**src/rtl/multi_layer_draw_engine.sv**
```systemverilog
// Per-frame pixel sequencer: buffer-state pixel, background, NUM_PLAT platforms, doodle sprite.
// Optional macro CLIP_EN suppresses platform/sprite pixels outside the background window.

module multi_layer_draw_engine #(
  parameter int COORD_W  = 10,
  parameter int COLOR_W  = 8,
  parameter int NUM_PLAT = 8,
  parameter int PLAT_W   = 11,
  parameter int PLAT_H   = 1,
  parameter int SPR_W    = 7,
  parameter int SPR_H    = 9,
  parameter int BG_X0    = 80,
  parameter int BG_X1    = 239,
  parameter int BG_Y0    = 0,
  parameter int BG_Y1    = 239,
  parameter logic [COLOR_W-1:0] BG_COLOR   = 8'h3F,
  parameter logic [COLOR_W-1:0] PLAT_COLOR = 8'h07,
  parameter logic [COLOR_W-1:0] SPR_COLOR  = 8'h2C
) (
  input  logic                         Clk,
  input  logic                         Reset_n,
  input  logic                         frame_clk,
  input  logic [COORD_W-1:0]           Doodle_X,
  input  logic [COORD_W-1:0]           Doodle_Y,
  input  logic [NUM_PLAT*COORD_W-1:0]  plat_x,
  input  logic [NUM_PLAT*COORD_W-1:0]  plat_y,
  input  logic [NUM_PLAT-1:0]          plat_en,
  input  logic                         buffer_using,
  input  logic                         wr_en,
  output logic [COORD_W-1:0]           draw_x,
  output logic [COORD_W-1:0]           draw_y,
  output logic [COLOR_W-1:0]           draw_color,
  output logic                         draw_valid,
  output logic                         busy,
  output logic                         frame_done,
  output logic                         frame_overrun
);

  localparam int SW = (NUM_PLAT > 1) ? $clog2(NUM_PLAT) : 1;
  localparam logic [COORD_W-1:0] BG_WL = COORD_W'(BG_X1 - BG_X0);
  localparam logic [COORD_W-1:0] BG_HL = COORD_W'(BG_Y1 - BG_Y0);
  localparam logic [COORD_W-1:0] PL_WL = COORD_W'(PLAT_W - 1);
  localparam logic [COORD_W-1:0] PL_HL = COORD_W'(PLAT_H - 1);
  localparam logic [COORD_W-1:0] SP_WL = COORD_W'(SPR_W - 1);
  localparam logic [COORD_W-1:0] SP_HL = COORD_W'(SPR_H - 1);
  localparam logic [SW-1:0]      LAST_SLOT = SW'(NUM_PLAT - 1);

  typedef enum logic [2:0] {
    S_IDLE = 3'd0,
    S_BUF  = 3'd1,
    S_BG   = 3'd2,
    S_PLAT = 3'd3,
    S_SPR  = 3'd4,
    S_DONE = 3'd5
  } state_e;

  state_e state_q, state_d, nxt_s;

  logic sync1_q, sync2_q, hist_q, start_s;

  logic [COORD_W-1:0]          snap_dx_q, snap_dy_q;
  logic [NUM_PLAT*COORD_W-1:0] snap_px_q, snap_py_q;
  logic [NUM_PLAT-1:0]         snap_en_q;
  logic                        snap_buf_q;

  logic [COORD_W-1:0] ox_q, ox_d, oy_q, oy_d;
  logic [SW-1:0]      slot_q, slot_d;
  logic               rdone_q, rdone_d;

  logic [COORD_W-1:0] draw_x_q, draw_x_d, draw_y_q, draw_y_d;
  logic [COLOR_W-1:0] draw_color_q, draw_color_d;
  logic               draw_valid_q, draw_valid_d;
  logic               busy_q, done_q, ovr_q;

  logic [COORD_W-1:0] org_x_s, org_y_s, wl_s, hl_s, px_s, py_s;
  logic [COLOR_W-1:0] col_s;
  logic               cur_en_s, adv_s, load_s, restart_s, vis_s;

  assign start_s  = sync2_q & ~hist_q;
  assign adv_s    = ~draw_valid_q | wr_en;
  assign cur_en_s = snap_en_q[slot_q];

  // Frame tick synchroniser and edge-history flop
  always_ff @(posedge Clk or negedge Reset_n) begin
    if (!Reset_n) begin
      sync1_q <= 1'b0;
      sync2_q <= 1'b0;
      hist_q  <= 1'b0;
    end else begin
      sync1_q <= frame_clk;
      sync2_q <= sync1_q;
      hist_q  <= sync2_q;
    end
  end

  // Snapshot of game-logic inputs taken as the frame starts
  always_ff @(posedge Clk or negedge Reset_n) begin
    if (!Reset_n) begin
      snap_dx_q  <= '0;
      snap_dy_q  <= '0;
      snap_px_q  <= '0;
      snap_py_q  <= '0;
      snap_en_q  <= '0;
      snap_buf_q <= 1'b0;
    end else if ((state_q == S_IDLE) && start_s) begin
      snap_dx_q  <= Doodle_X;
      snap_dy_q  <= Doodle_Y;
      snap_px_q  <= plat_x;
      snap_py_q  <= plat_y;
      snap_en_q  <= plat_en;
      snap_buf_q <= buffer_using;
    end
  end

  // Geometry of the rectangle owned by the current state
  always_comb begin
    org_x_s = '0;
    org_y_s = '0;
    wl_s    = '0;
    hl_s    = '0;
    col_s   = '0;
    nxt_s   = S_IDLE;
    case (state_q)
      S_BUF: begin
        org_x_s = snap_buf_q ? COORD_W'(10) : COORD_W'(11);
        org_y_s = COORD_W'(10);
        col_s   = snap_buf_q ? COLOR_W'(8'h30) : COLOR_W'(8'h0C);
        nxt_s   = S_BG;
      end
      S_BG: begin
        org_x_s = COORD_W'(BG_X0);
        org_y_s = COORD_W'(BG_Y0);
        wl_s    = BG_WL;
        hl_s    = BG_HL;
        col_s   = BG_COLOR;
        nxt_s   = S_PLAT;
      end
      S_PLAT: begin
        org_x_s = snap_px_q[int'(slot_q)*COORD_W +: COORD_W];
        org_y_s = snap_py_q[int'(slot_q)*COORD_W +: COORD_W];
        wl_s    = PL_WL;
        hl_s    = PL_HL;
        col_s   = PLAT_COLOR;
        nxt_s   = S_SPR;
      end
      S_SPR: begin
        org_x_s = snap_dx_q;
        org_y_s = snap_dy_q;
        wl_s    = SP_WL;
        hl_s    = SP_HL;
        col_s   = SPR_COLOR;
        nxt_s   = S_DONE;
      end
      default: begin
        nxt_s = S_IDLE;
      end
    endcase
  end

`ifdef CLIP_EN
  // One extra bit keeps near-maximum origins from wrapping back into the window
  logic [COORD_W:0] sum_x_s, sum_y_s;
  logic             in_win_s, clip_s;
  assign sum_x_s  = {1'b0, org_x_s} + {1'b0, ox_q};
  assign sum_y_s  = {1'b0, org_y_s} + {1'b0, oy_q};
  assign in_win_s = (sum_x_s >= (COORD_W+1)'(BG_X0)) && (sum_x_s <= (COORD_W+1)'(BG_X1)) &&
                    (sum_y_s >= (COORD_W+1)'(BG_Y0)) && (sum_y_s <= (COORD_W+1)'(BG_Y1));
  assign clip_s   = (state_q == S_PLAT) || (state_q == S_SPR);
  assign px_s     = sum_x_s[COORD_W-1:0];
  assign py_s     = sum_y_s[COORD_W-1:0];
  assign vis_s    = ~clip_s | in_win_s;
`else
  assign px_s  = org_x_s + ox_q;
  assign py_s  = org_y_s + oy_q;
  assign vis_s = 1'b1;
`endif

  // Sequencer: a new pixel is loaded only when the output slot is free or transferring
  always_comb begin
    state_d      = state_q;
    ox_d         = ox_q;
    oy_d         = oy_q;
    slot_d       = slot_q;
    rdone_d      = rdone_q;
    load_s       = 1'b0;
    restart_s    = 1'b0;
    draw_x_d     = draw_x_q;
    draw_y_d     = draw_y_q;
    draw_color_d = draw_color_q;
    draw_valid_d = draw_valid_q & ~wr_en;
    case (state_q)
      S_IDLE: begin
        if (start_s) begin
          state_d   = S_BUF;
          restart_s = 1'b1;
          slot_d    = '0;
        end else begin
          state_d = S_IDLE;
        end
      end
      S_BUF, S_BG, S_SPR: begin
        if (adv_s && rdone_q) begin
          state_d   = nxt_s;
          restart_s = 1'b1;
        end else if (adv_s) begin
          load_s = 1'b1;
        end else begin
          load_s = 1'b0;
        end
      end
      S_PLAT: begin
        if (adv_s && (rdone_q || !cur_en_s)) begin
          restart_s = 1'b1;
          if (slot_q == LAST_SLOT) begin
            state_d = nxt_s;
            slot_d  = '0;
          end else begin
            slot_d = slot_q + SW'(1);
          end
        end else if (adv_s) begin
          load_s = 1'b1;
        end else begin
          load_s = 1'b0;
        end
      end
      S_DONE: begin
        state_d = S_IDLE;
      end
      default: begin
        state_d = S_IDLE;
      end
    endcase
    if (restart_s) begin
      ox_d    = '0;
      oy_d    = '0;
      rdone_d = 1'b0;
    end else if (load_s) begin
      draw_x_d     = px_s;
      draw_y_d     = py_s;
      draw_color_d = col_s;
      draw_valid_d = vis_s;
      if (ox_q == wl_s) begin
        ox_d = '0;
        if (oy_q == hl_s) begin
          rdone_d = 1'b1;
        end else begin
          oy_d = oy_q + COORD_W'(1);
        end
      end else begin
        ox_d = ox_q + COORD_W'(1);
      end
    end else begin
      rdone_d = rdone_q;
    end
  end

  // FSM state and scan counters
  always_ff @(posedge Clk or negedge Reset_n) begin
    if (!Reset_n) begin
      state_q <= S_IDLE;
      ox_q    <= '0;
      oy_q    <= '0;
      slot_q  <= '0;
      rdone_q <= 1'b0;
    end else begin
      state_q <= state_d;
      ox_q    <= ox_d;
      oy_q    <= oy_d;
      slot_q  <= slot_d;
      rdone_q <= rdone_d;
    end
  end

  // Registered outputs; busy/frame_done track the state being entered
  always_ff @(posedge Clk or negedge Reset_n) begin
    if (!Reset_n) begin
      draw_x_q     <= '0;
      draw_y_q     <= '0;
      draw_color_q <= '0;
      draw_valid_q <= 1'b0;
      busy_q       <= 1'b0;
      done_q       <= 1'b0;
      ovr_q        <= 1'b0;
    end else begin
      draw_x_q     <= draw_x_d;
      draw_y_q     <= draw_y_d;
      draw_color_q <= draw_color_d;
      draw_valid_q <= draw_valid_d;
      busy_q       <= (state_d != S_IDLE);
      done_q       <= (state_d == S_DONE);
      ovr_q        <= start_s & (state_q != S_IDLE);
    end
  end

  assign draw_x        = draw_x_q;
  assign draw_y        = draw_y_q;
  assign draw_color    = draw_color_q;
  assign draw_valid    = draw_valid_q;
  assign busy          = busy_q;
  assign frame_done    = done_q;
  assign frame_overrun = ovr_q;

endmodule

```
**config.mk**
```make
export PLATFORM = sky130hd
export DESIGN_NAME = multi_layer_draw_engine
export DESIGN_NICKNAME = d
export VERILOG_FILES = /design/src/rtl/multi_layer_draw_engine.sv
export SDC_FILE = /design/constraint.sdc
export NUM_CORES = 1
export LEC_CHECK = 0
export CORE_UTILIZATION = 53
export CTS_CLUSTER_DIAMETER = 200
export DETAILED_ROUTE_END_ITERATION = 8
export PLACE_DENSITY = 0.83
export SETUP_SLACK_MARGIN = 0.3
export SLEW_MARGIN = 20
export SYNTH_ARGS = -nofsm -noshare
export SYNTH_HDL_FRONTEND = slang
export SYNTH_SLANG_ARGS = --single-unit
export TNS_END_PERCENT = 5
```
**constraint.sdc**
```tcl
create_clock -name Clk -period 4.4 [get_ports Clk]
set_input_delay 0.88 -clock Clk [delete_from_list [all_inputs] [get_ports Clk]]
set_output_delay 0.88 -clock Clk [all_outputs]
set_load 0.01 [all_outputs]
```
==> results.sh, run 1 <==
export IMPL_ir_drop_mv=0.3520
export IMPL_layout_min_cycle_time_ns=3.721
export IMPL_floorplan_rows=54
export IMPL_final_min_period_over_clock_period=0.8457
export IMPL_clk_latency_ns=0.52
export IMPL_p_comb_frac=0.359
export IMPL_core_region_area_um2=22090
export IMPL_die_h_um=152.9
export IMPL_synth_adder_area_share=0.02613
export IMPL_synth_compound_area_frac=0.06533
export IMPL_mapped_cells=1320
export IMPL_routability_congestion=0.9045
export IMPL_finalHoldViolations=0
export IMPL_setup_worst_path_class="reg2reg"
export IMPL_dp_hpwl_um=23030
export IMPL_clock_root_buffer="sky130_fd_sc_hd__clkbuf_16"
export IMPL_top_level_ports=225
export IMPL_antennaDiodeCount=0
export IMPL_synth_mux_area_fraction=0.09830
export IMPL_groute_usage_overall=0.2820
export IMPL_finalPower_uw=9544
export IMPL_chipWidth_um=152.9
export IMPL_cp_cell_sequence="buf_4 -> mux4_2 -> mux2i_1 -> o21ai_0 -> ha_1 -> inv_1 -> fa_1 -> nor2b_1 -> o21ai_0 -> a21oi_1 -> o41ai_1 -> xor2_1 -> o21ai_0"
export IMPL_drt_wl_total_um=32130
export IMPL_final_hold_worst_slack_ns=0.3544
export IMPL_holdBufCountCts=0
export IMPL_p_r_area_growth_vs_syn_pct=27.13
export IMPL_total_leakage_power_uw=0.007408
export IMPL_p_sw_frac=0.3544
export IMPL_first_pass_grt_wire_length_um=51780
export IMPL_setup_reg_to_reg_worst_slack_ns=0.68
export IMPL_highest_count_cells_in_the_layout_ignoring_fill_and_taps="630 x sky130_fd_sc_hd__nand2_1, 246 x sky130_fd_sc_hd__dfrtp_1, 221 x sky130_fd_sc_hd__clkdlybuf4s50_1, 53 x sky130_fd_sc_hd__o21ai_0, 42 x sky130_fd_sc_hd__mux4_2"
export IMPL_grt_max_degree=190
export IMPL_clock_tree_from_tritoncts="yes"
export IMPL_synth_simple_gate_area_frac=0.2476
export IMPL_yosysSeqAreaShare=0.5143
export IMPL_yosys_warnings=0
export IMPL_die_area_um2=23370
export IMPL_slew_viol_final=0
export IMPL_synthDominantCellAreaShare=0.5143
export IMPL_share_of_post_route_cells_with_drive_strength_above_1=0.07788
export IMPL_synth_top_cells_by_area="sky130_fd_sc_hd__dfrtp_1 51%, sky130_fd_sc_hd__nand2_1 20%, sky130_fd_sc_hd__mux4_2 7.8%"
export IMPL_final_antenna_net_count=0
export IMPL_postSynth_topFlopCell="sky130_fd_sc_hd__dfrtp_1"
export IMPL_drt_pass1_iter_count=7
export IMPL_area_sequential_um2=6208
export IMPL_slowest_stage_cell_cp="sky130_fd_sc_hd__dfrtp_2"
export IMPL_seqPwrFrac=0.415
export IMPL_portBuffers=222
export IMPL_clock_fmax_mhz=268.7
export IMPL_synth_top_cell_by_area="sky130_fd_sc_hd__dfrtp_1"
export IMPL_async_sr_flop_fraction=1.000
export IMPL_run_status="finished, final reports clean"
export IMPL_remaining_drc_errors=0
export IMPL_cellPowerDensity_nw_per_um2=622.2
export IMPL_worstSetupStartpointType="flop"
export IMPL_path_max_fanout=20
export IMPL_switchingPower_uw=3382
export IMPL_main_combinational_cell_family_by_area_after_synthesis="simple AND/OR/NAND/NOR gates"
export IMPL_cts_repair_timing_setup_buffer_count=0
export IMPL_synthDistinctLibCells=57
export IMPL_max_slew_margin=0.3561
export IMPL_fillerInstances=1668
export IMPL_synthesis_area_um2=12070
export IMPL_worstSetupEndpointType="flop"
export IMPL_power_clock_fraction=0.226
export IMPL_nNetsFinal=1730
export IMPL_cp_required_ns=4.79
export IMPL_first_iter_violations=694
export IMPL_tightest_slew_ns=0.9616
export IMPL_globalRouteOverflowTotal=0
export IMPL_timing_hold_worst_class="reg2reg"
export IMPL_unrepaired_setup_endpoints_after_global_routing="false"
export IMPL_ctsLongestPathBuffers=3
export IMPL_count_of_cells_resized_by_post_cts_repair=0
export IMPL_initial_core_util=0.5462
export IMPL_tritoncts_num_buffers=25
export IMPL_post_synth_edffs=0
export IMPL_yosys_register_bits=248
export IMPL_xor_xnor_portion_of_the_synthesized_cell_area=0.01669
export IMPL_syn_avg_cell_area_um2=9.141
export IMPL_detail_route_wl_per_cell_um=17.77
export IMPL_timing_clock_skew_ns=0.007091
export IMPL_cts_reportedPaths_clkPinSlew_ns=0.06
export IMPL_h_tree_depth=1
export IMPL_setup_viol=0
export IMPL_worst_path_most_repeated_cell="sky130_fd_sc_hd__o21ai_0"
export IMPL_critPathMaxStageDelay_ns=0.76
export IMPL_layout_commonest_cell="sky130_fd_sc_hd__nand2_1"
export IMPL_antenna_found_initial=0
export IMPL_critical_path_n_buffers_inverters=2
export IMPL_setup_tns_final_ns=0
export IMPL_detailroute_via_count=10020
export IMPL_numClockSinks=248
export IMPL_vias_per_cell=5.543
export IMPL_signal_arrival_time_at_the_worst_endpoint_ns=4.11
export IMPL_multi_input_area_um2=5502
export IMPL_first_global_vias=10060
export IMPL_timing_critical_path_max_delay_family="compound AO/OA/AOI/OAI gates"
export IMPL_power_report_internal_total_uw=6161
export IMPL_drv_cap=0
power by group through the flow:
stage          clock network, µW  logic (µW)  registers (µW)
2_1_floorplan                  0        2320            3740
3_3_place_gp                   0        3250            3930
3_5_place_dp                   0        3400            3970
4_1_cts                     2190        3430            3950
5_1_grt                     2270        3820            4070
6_report                    2150        3430            3960
area by class of cell:
| type | instances | area share |
|---|---|---|
| clock inverters | 5 | 0.004894 |
| repair buffers | 240 | 0.1556 |
| clock buffers | 37 | 0.04959 |
| multi-input cells | 983 | 0.3586 |
| well taps | 280 | 0.02284 |
| inverters | 15 | 0.003670 |
| flip-flops and latches | 248 | 0.4047 |
state kept, by name, indices dropped and copies added (netlist names), 3 cells and up:
signal,flops
snap_dy_q,10
snap_py_q,80
draw_x,10
snap_px_q,80
ox_q,10
slot_q,3
snap_dx_q,10
draw_y,10
draw_color,5
snap_en_q,8
state_q,3
oy_q,10
per-layer routing:
metal / vias up / GRT usage / routed length (µm)
met2: 405 / 0.4642 / 15520
met4: 0 / 0.1015 / 1088
met5: - / 0 / 0
met1: 4816 / 0.3814 / 13220
met3: 68 / 0.04508 / 2305
li1: 4732 / - / -
per-stage QoR:
step	setup WS [ns]	utilization	cell area, µm²	instances
3_3_place_gp	0.7257	0.6565	14500	1766
5_1_grt	0.3590	0.6943	15340	1808
3_5_place_dp	0.6794	0.6565	14500	1766
2_1_floorplan	0.7111	-	12070	1321
6_report	0.6788	0.6943	15340	1808
4_1_cts	0.6641	0.6943	15340	1808
path summary, 6_finish.rpt:
check,startpoint,to,cells past startpoint
max reg2reg,slot_q[0],draw_y[8],13
min in group asynchronous,Reset_n,hist_q,1
max in group asynchronous,Reset_n,slot_q[0],2
min,sync1_q,sync2_q,0
min reg2reg,sync1_q,sync2_q,0
max,slot_q[0],draw_y[8],13
synth_stat cells (all sizes together) (4+ instances only):
| cell | n |
|---|---|
| nand2 | 630 |
| dfrtp | 248 |
| clkbuf | 56 |
| o21ai | 55 |
| mux4 | 42 |
| a21oi | 30 |
| nor2 | 30 |
| ha | 22 |
| buf | 19 |
| mux2i | 18 |
| inv | 15 |
| xor2 | 15 |
| nand3 | 12 |
| nor3 | 11 |
| a21o | 9 |
| or3 | 9 |
| a31oi | 8 |
| nand2b | 8 |
| or4 | 8 |
| xnor2 | 8 |
| and3 | 6 |
| o31ai | 6 |
| mux2 | 5 |
| a211oi | 4 |
| or2 | 4 |
logic make-up (layout without fill, tap and decap cells):
group           count (synthesis)  count (layout)
buf+inv                        90             297
fa+ha+maj                      24              24
flops                         248             248
mux                            65              65
xor+xnor                       23              23
compound gates                131             131
other cells                     1               2
simple gates                  738             738
(Power assumes the default switching activity.)
==> run 2, diff against run 1 <==
--- a/config.mk
+++ b/config.mk
@@ -5,10 +5,10 @@
 export SDC_FILE = /design/constraint.sdc
 export NUM_CORES = 1
 export LEC_CHECK = 0
-export CORE_UTILIZATION = 53
+export CORE_UTILIZATION = 48
 export CTS_CLUSTER_DIAMETER = 200
 export DETAILED_ROUTE_END_ITERATION = 8
-export PLACE_DENSITY = 0.83
+export PLACE_DENSITY = 0.79
 export SETUP_SLACK_MARGIN = 0.3
 export SLEW_MARGIN = 20
 export SYNTH_ARGS = -nofsm -noshare
==> constraint.sdc (replaced) <==
create_clock -name Clk -period 3.2 [get_ports Clk]
set_input_delay 0.64 -clock Clk [delete_from_list [all_inputs] [get_ports Clk]]
set_output_delay 0.64 -clock Clk [all_outputs]
set_load 0.01 [all_outputs]
==> run 2 against run 1 <==
- the run now ends with setup timing left
- clock power rose by 42%
- total power up 43%
- hold slack worse by 0.25 ns
- register-to-register slack got worse by 0.73 ns
- first-iteration DRC count grew 10%
- flip-flop and latch count unchanged
- setup slack got worse by 0.73 ns
- highest routed layer is now met5
==> results.sh, run 2 (synthesized netlist as in run 1, its figures left out) <==
export IMPL_worst_reg2reg_path_depth=14
export IMPL_first_iter_violations=765
export IMPL_final_min_period_over_clock_period=1.015
export IMPL_routability_congestion=0.8790
export IMPL_timing_clock_skew_ns=0.01704
export IMPL_setup_worst_path_class="reg2reg"
export IMPL_globalRouteOverflowTotal=0
export IMPL_remaining_drc_errors=0
export IMPL_run_status="complete, but fails checks"
export IMPL_worstSetupStartpointType="flop"
export IMPL_dp_cells=1832
export IMPL_highest_count_cells_in_the_layout_ignoring_fill_and_taps="629 x sky130_fd_sc_hd__nand2_1, 244 x sky130_fd_sc_hd__dfrtp_1, 221 x sky130_fd_sc_hd__clkdlybuf4s50_1, 45 x sky130_fd_sc_hd__buf_4, 43 x sky130_fd_sc_hd__o21ai_0"
export IMPL_layout_commonest_cell="sky130_fd_sc_hd__nand2_1"
export IMPL_first_global_vias=10220
export IMPL_finalPower_uw=13620
export IMPL_share_of_post_route_cells_with_drive_strength_above_1=0.1185
export IMPL_cts_reportedPaths_clkPinSlew_ns=0.06
export IMPL_holdBufCountCts=0
export IMPL_ir_drop_mv=0.4833
export IMPL_grt_max_degree=144
export IMPL_dp_hpwl_um=23590
export IMPL_h_tree_depth=1
export IMPL_antennaDiodeCount=0
export IMPL_cellPowerDensity_nw_per_um2=853.7
export IMPL_final_cell_count_no_fill=1894
export IMPL_floorplan_rows=57
export IMPL_failed_checks="setup timing"
export IMPL_r2r_start="slot_q[0]"
export IMPL_signal_arrival_time_at_the_worst_endpoint_ns=3.65
export IMPL_finalHoldViolations=0
export IMPL_drt_wl_total_um=32770
export IMPL_worstSetupEndpointType="flop"
export IMPL_clock_root_buffer="sky130_fd_sc_hd__clkbuf_16"
export IMPL_path_max_fanout=6
export IMPL_finish_utilization=0.6524
export IMPL_nNetsFinal=1768
export IMPL_crit_end="draw_y[9]"
export IMPL_timing_hold_worst_class="in2async"
export IMPL_setup_slack_ns=-0.04715
export IMPL_layout_min_cycle_time_ns=3.247
export IMPL_largest_registers="snap_px_q (80), snap_py_q (80)"
export IMPL_detailroute_via_count=10220
export IMPL_clk_latency_ns=0.54
export IMPL_ctsLongestPathBuffers=3
export IMPL_unrepaired_setup_endpoints_after_global_routing="true"
export IMPL_die_area_um2=25780
export IMPL_final_antenna_net_count=0
export IMPL_critPathLaunch="slot_q[0]"
export IMPL_r2r_end="draw_y[9]"
export IMPL_clock_fmax_mhz=308.0
export IMPL_die_h_um=160.6
export IMPL_setup_reg_to_reg_worst_slack_ns=-0.05
export IMPL_groute_usage_overall=0.2595
export IMPL_numClockSinks=248
export IMPL_p_r_area_growth_vs_syn_pct=32.26
export IMPL_detail_route_wl_per_cell_um=17.30
export IMPL_slew_viol_final=0
export IMPL_cp_required_ns=3.60
export IMPL_total_leakage_power_uw=0.007652
export IMPL_initial_core_util=0.4933
export IMPL_tritoncts_num_buffers=26
export IMPL_portBuffers=222
export IMPL_vias_per_cell=5.397
export IMPL_antenna_found_initial=2
export IMPL_drv_cap=0
export IMPL_setup_viol=1
export IMPL_first_pass_grt_wire_length_um=52810
export IMPL_drt_pass1_iter_count=5
export IMPL_top_level_ports=225
export IMPL_tightest_slew_ns=0.7350
export IMPL_chipWidth_um=160.6
export IMPL_clock_tree_from_tritoncts="yes"
export IMPL_core_region_area_um2=24460
export IMPL_max_slew_margin=0.5100
-- run 2: cell types whose count changed in the layout (fill, tap and decap cells not counted), sizes merged --
cell    change
bufbuf      +1
clkinv      +6
buf        +36
clkbuf      -1
-- run 2: layer usage --
layer	routed length, µm	GRT usage
met4	819	0.07100
met3	2323	0.04933
met2	15560	0.4162
met5	13	0
met1	14060	0.3628
-- run 2: repair_timing --
item                                    CTS  global route
gates resized for setup                  21             9
buffers inserted                         13             1
pin swaps                                17            12
cloned                                    1             0
endpoints found under the setup margin   10            23
-- run 2: layout make-up --
type                       instances  area (µm²)
fill                            1934        8503
sequential                       248        6211
multi-input combinational        983        5644
timing repair buffer             277        2760
clock buffer                      36       748.2
tap                              324       405.4
clock inverter                    11       133.9
inverter                          15       56.30
-- run 2: worst max-delay path: stages, from the launching register on --
cell and delay, ns:
sky130_fd_sc_hd__dfrtp_2 0.41, sky130_fd_sc_hd__buf_12 0.13, sky130_fd_sc_hd__buf_12 0.12, sky130_fd_sc_hd__mux4_2 0.50, sky130_fd_sc_hd__nand2_1 0.09, sky130_fd_sc_hd__a31oi_1 0.11, sky130_fd_sc_hd__a21oi_2 0.14, sky130_fd_sc_hd__inv_1 0.08
sky130_fd_sc_hd__ha_4 0.22, sky130_fd_sc_hd__a211oi_2 0.21, sky130_fd_sc_hd__o21bai_1 0.14, sky130_fd_sc_hd__or4_4 0.46, sky130_fd_sc_hd__a221oi_4 0.28, sky130_fd_sc_hd__xnor2_1 0.15, sky130_fd_sc_hd__o21ai_1 0.08
-- run 2: power by group --
group | switching (µW) | internal [µW]
Clock | 1240 | 1800
Sequential | 908 | 4500
Combinational | 2690 | 2480
-- run 2: worst min-delay path by stage --
stage	depth (start not counted)	startpoint	endpoint	slack, ns
global placement	0	sync1_q	sync2_q	0.34
finish	1	Reset_n	snap_py_q[64]	0.11
detailed placement	0	sync1_q	sync2_q	0.34
CTS	1	Reset_n	snap_py_q[75]	0.14
global route	1	Reset_n	snap_py_q[75]	0.15
floorplan	0	sync1_q	sync2_q	0.33
-- run 2: per-stage QoR --
step | cell area (µm²) | hold WS [ns] | setup slack [ns] | setup TNS, ns
finish | 15960 | 0.1078 | -0.04715 | -0.04715
global route | 15960 | 0.1502 | -0.2480 | -0.6908
CTS | 15910 | 0.1405 | -0.02750 | -0.05310
detailed placement | 14820 | 0.3379 | -0.1527 | -0.2834
global placement | 14820 | 0.3399 | 0.01815 | 0
floorplan | 12190 | 0.3312 | 0.1181 | 0
==> run 3, diff against run 2 <==
--- a/config.mk
+++ b/config.mk
@@ -8,7 +8,8 @@
 export CORE_UTILIZATION = 48
 export CTS_CLUSTER_DIAMETER = 200
 export DETAILED_ROUTE_END_ITERATION = 8
-export PLACE_DENSITY = 0.79
+export MAX_ROUTING_LAYER = met4
+export PLACE_DENSITY = 0.84
 export SETUP_SLACK_MARGIN = 0.3
 export SLEW_MARGIN = 20
 export SYNTH_ARGS = -nofsm -noshare
==> run 3 against run 2 <==
- the flow now finishes without violations
- clock skew about the same
- sequential share of layout area about the same
- clock power grew 3%
- combinational power is 2% higher
- global-route usage increased by 0.77 points
- sequential power about the same
- design area barely moved
- non-clock buffer count is 6 lower
- first-iteration DRC count is 31% higher
- setup slack improved by 0.065 ns
- critical path type unchanged
- critical endpoint is now draw_x[8]
==> results.sh, run 3 (synthesized netlist as in run 1, its figures left out) <==
export IMPL_unrepaired_setup_endpoints_after_global_routing="true"
export IMPL_first_pass_grt_wire_length_um=53090
export IMPL_clock_tree_from_tritoncts="yes"
export IMPL_finalHoldViolations=0
export IMPL_path_max_fanout=5
export IMPL_total_leakage_power_uw=0.007599
export IMPL_numClockSinks=248
export IMPL_post_place_ws_ns=-0.1418
export IMPL_final_antenna_net_count=0
export IMPL_drt_pass1_iter_count=5
export IMPL_final_min_period_over_clock_period=0.9944
export IMPL_p_comb_frac=0.381
export IMPL_power_report_internal_total_uw=8874
export IMPL_power_clock_fraction=0.226
export IMPL_chipWidth_um=160.6
export IMPL_setup_reg_to_reg_worst_slack_ns=0.02
export IMPL_cts_reportedPaths_clkPinSlew_ns=0.07
export IMPL_final_cell_count_no_fill=1888
export IMPL_top_level_ports=225
export IMPL_holdBufCountCts=0
export IMPL_remaining_drc_errors=0
export IMPL_layout_min_cycle_time_ns=3.182
export IMPL_clock_root_buffer="sky130_fd_sc_hd__clkbuf_16"
export IMPL_seqPwrFrac=0.393
export IMPL_vias_per_cell=5.423
export IMPL_die_area_um2=25780
export IMPL_switchingPower_uw=4977
export IMPL_cellPowerDensity_nw_per_um2=867.1
export IMPL_dp_cells=1828
export IMPL_cp_required_ns=3.60
export IMPL_ir_drop_mv=0.4065
export IMPL_p_r_area_growth_vs_syn_pct=32.38
export IMPL_portBuffers=222
export IMPL_p_sw_frac=0.3593
export IMPL_first_iter_violations=1005
export IMPL_timing_clock_skew_ns=0.01709
export IMPL_dp_hpwl_um=24070
export IMPL_setup_viol=0
export IMPL_worstSetupStartpointType="flop"
export IMPL_slew_viol_final=0
export IMPL_grt_max_degree=135
export IMPL_max_slew_margin=0.3478
export IMPL_detailed_place_area_um2=14800
export IMPL_area_of_all_placed_cells_without_fillers_um2=15970
export IMPL_run_status="finished, final reports clean"
export IMPL_setup_slack_ns=0.01799
export IMPL_largest_registers="snap_px_q (80), snap_py_q (80)"
export IMPL_initial_core_util=0.4933
export IMPL_finish_utilization=0.6530
export IMPL_setup_worst_path_class="reg2reg"
export IMPL_groute_usage_overall=0.2672
export IMPL_layout_commonest_cell="sky130_fd_sc_hd__nand2_1"
export IMPL_clock_fmax_mhz=314.3
export IMPL_detail_route_wl_per_cell_um=17.50
export IMPL_h_tree_depth=1
export IMPL_detailroute_via_count=10240
export IMPL_core_region_area_um2=24460
export IMPL_first_global_vias=10330
export IMPL_drt_wl_total_um=33030
export IMPL_die_h_um=160.6
export IMPL_timing_hold_worst_class="in2async"
export IMPL_ctsLongestPathBuffers=3
export IMPL_routability_congestion=0.9571
export IMPL_floorplan_rows=57
export IMPL_tritoncts_num_buffers=25
export IMPL_share_of_post_route_cells_with_drive_strength_above_1=0.1254
export IMPL_worstSetupEndpointType="flop"
export IMPL_globalRouteOverflowTotal=0
export IMPL_drv_cap=0
export IMPL_clk_latency_ns=0.54
export IMPL_signal_arrival_time_at_the_worst_endpoint_ns=3.59
export IMPL_tightest_slew_ns=0.9784
export IMPL_nNetsFinal=1761
export IMPL_antenna_found_initial=1
export IMPL_highest_count_cells_in_the_layout_ignoring_fill_and_taps="626 x sky130_fd_sc_hd__nand2_1, 245 x sky130_fd_sc_hd__dfrtp_1, 221 x sky130_fd_sc_hd__clkdlybuf4s50_1, 42 x sky130_fd_sc_hd__mux4_2, 42 x sky130_fd_sc_hd__o21ai_0"
-- run 3: cell types whose count changed in the layout (fill, tap and decap cells not counted), moves of 3 or more --
cell	previous run	this run
sky130_fd_sc_hd__clkbuf_1	4	1
sky130_fd_sc_hd__nand2_1	629	626
sky130_fd_sc_hd__o21ai_2	1	4
sky130_fd_sc_hd__nand2_2	1	4
sky130_fd_sc_hd__clkbuf_8	6	3
sky130_fd_sc_hd__clkinvlp_4	0	5
sky130_fd_sc_hd__buf_4	45	38
-- run 3: worst max-delay path, cell delays in order (launching register included) --
cell	delay [ns]
sky130_fd_sc_hd__dfrtp_2	0.44
sky130_fd_sc_hd__buf_12	0.14
sky130_fd_sc_hd__mux4_2	0.51
sky130_fd_sc_hd__nand2_2	0.08
sky130_fd_sc_hd__a311oi_2	0.08
sky130_fd_sc_hd__a21o_1	0.20
sky130_fd_sc_hd__ha_4	0.17
sky130_fd_sc_hd__fa_2	0.34
sky130_fd_sc_hd__a21o_1	0.18
sky130_fd_sc_hd__a211oi_2	0.29
sky130_fd_sc_hd__nor2_2	0.09
sky130_fd_sc_hd__o41ai_2	0.27
sky130_fd_sc_hd__xor2_1	0.18
sky130_fd_sc_hd__o21ai_1	0.07
-- run 3: what timing repair did --
action,4_1_cts,5_1_grt
resized for setup,30,18
pin swaps,25,23
endpoints found under the setup margin,9,25
buffers inserted,9,4
-- run 3: power groups by stage --
stage / sequential (µW) / clock [µW] / combinational [µW]
floorplan: 5150 / 0 / 3250
global placement: 5400 / 0 / 4670
detailed placement: 5460 / 0 / 4880
global route: 5580 / 3290 / 5820
finish: 5440 / 3130 / 5280
CTS: 5410 / 3160 / 5140
-- run 3: routing by layer --
layer,track usage,part of all wire,vias up,wire length [µm]
li1,-,-,4811,-
met1,0.3667,0.43,4962,14370
met2,0.4044,0.46,381,15170
met3,0.04468,0.070,84,2313
met4,0.09177,0.036,0,1183
met5,-,0,-,0
-- run 3: per-stage QoR --
step | setup TNS, ns | power (µW) | hold WS, ns
global placement | 0 | 10070 | 0.3402
global route | -0.2162 | 14690 | 0.06390
finish | 0 | 13850 | 0.04416
CTS | -0.04065 | 13710 | 0.05929
floorplan | 0 | 8400 | 0.3312
detailed placement | -0.1837 | 10330 | 0.3497
-- run 3: final cells by class --
class,instances,area [µm²]
fillers,1890,8488
flip-flops and latches,248,6210
multi-input cells,983,5703
repair buffers,271,2710
clock buffers,29,670.6
well taps,324,405.4
clock inverters,17,216.5
inverters,15,56.30
diodes,1,2.502
-- run 3: path summary, 6_finish.rpt --
path / from / endpoint / depth (start not counted)
min in group Clk: sync1_q / sync2_q / 0
setup / recovery: slot_q[0] / draw_x[8] / 13
max in group asynchronous: Reset_n / slot_q[1] / 2
hold / removal: Reset_n / snap_dy_q[6] / 1
setup reg to reg: slot_q[0] / draw_x[8] / 13
hold reg to reg: sync1_q / sync2_q / 0
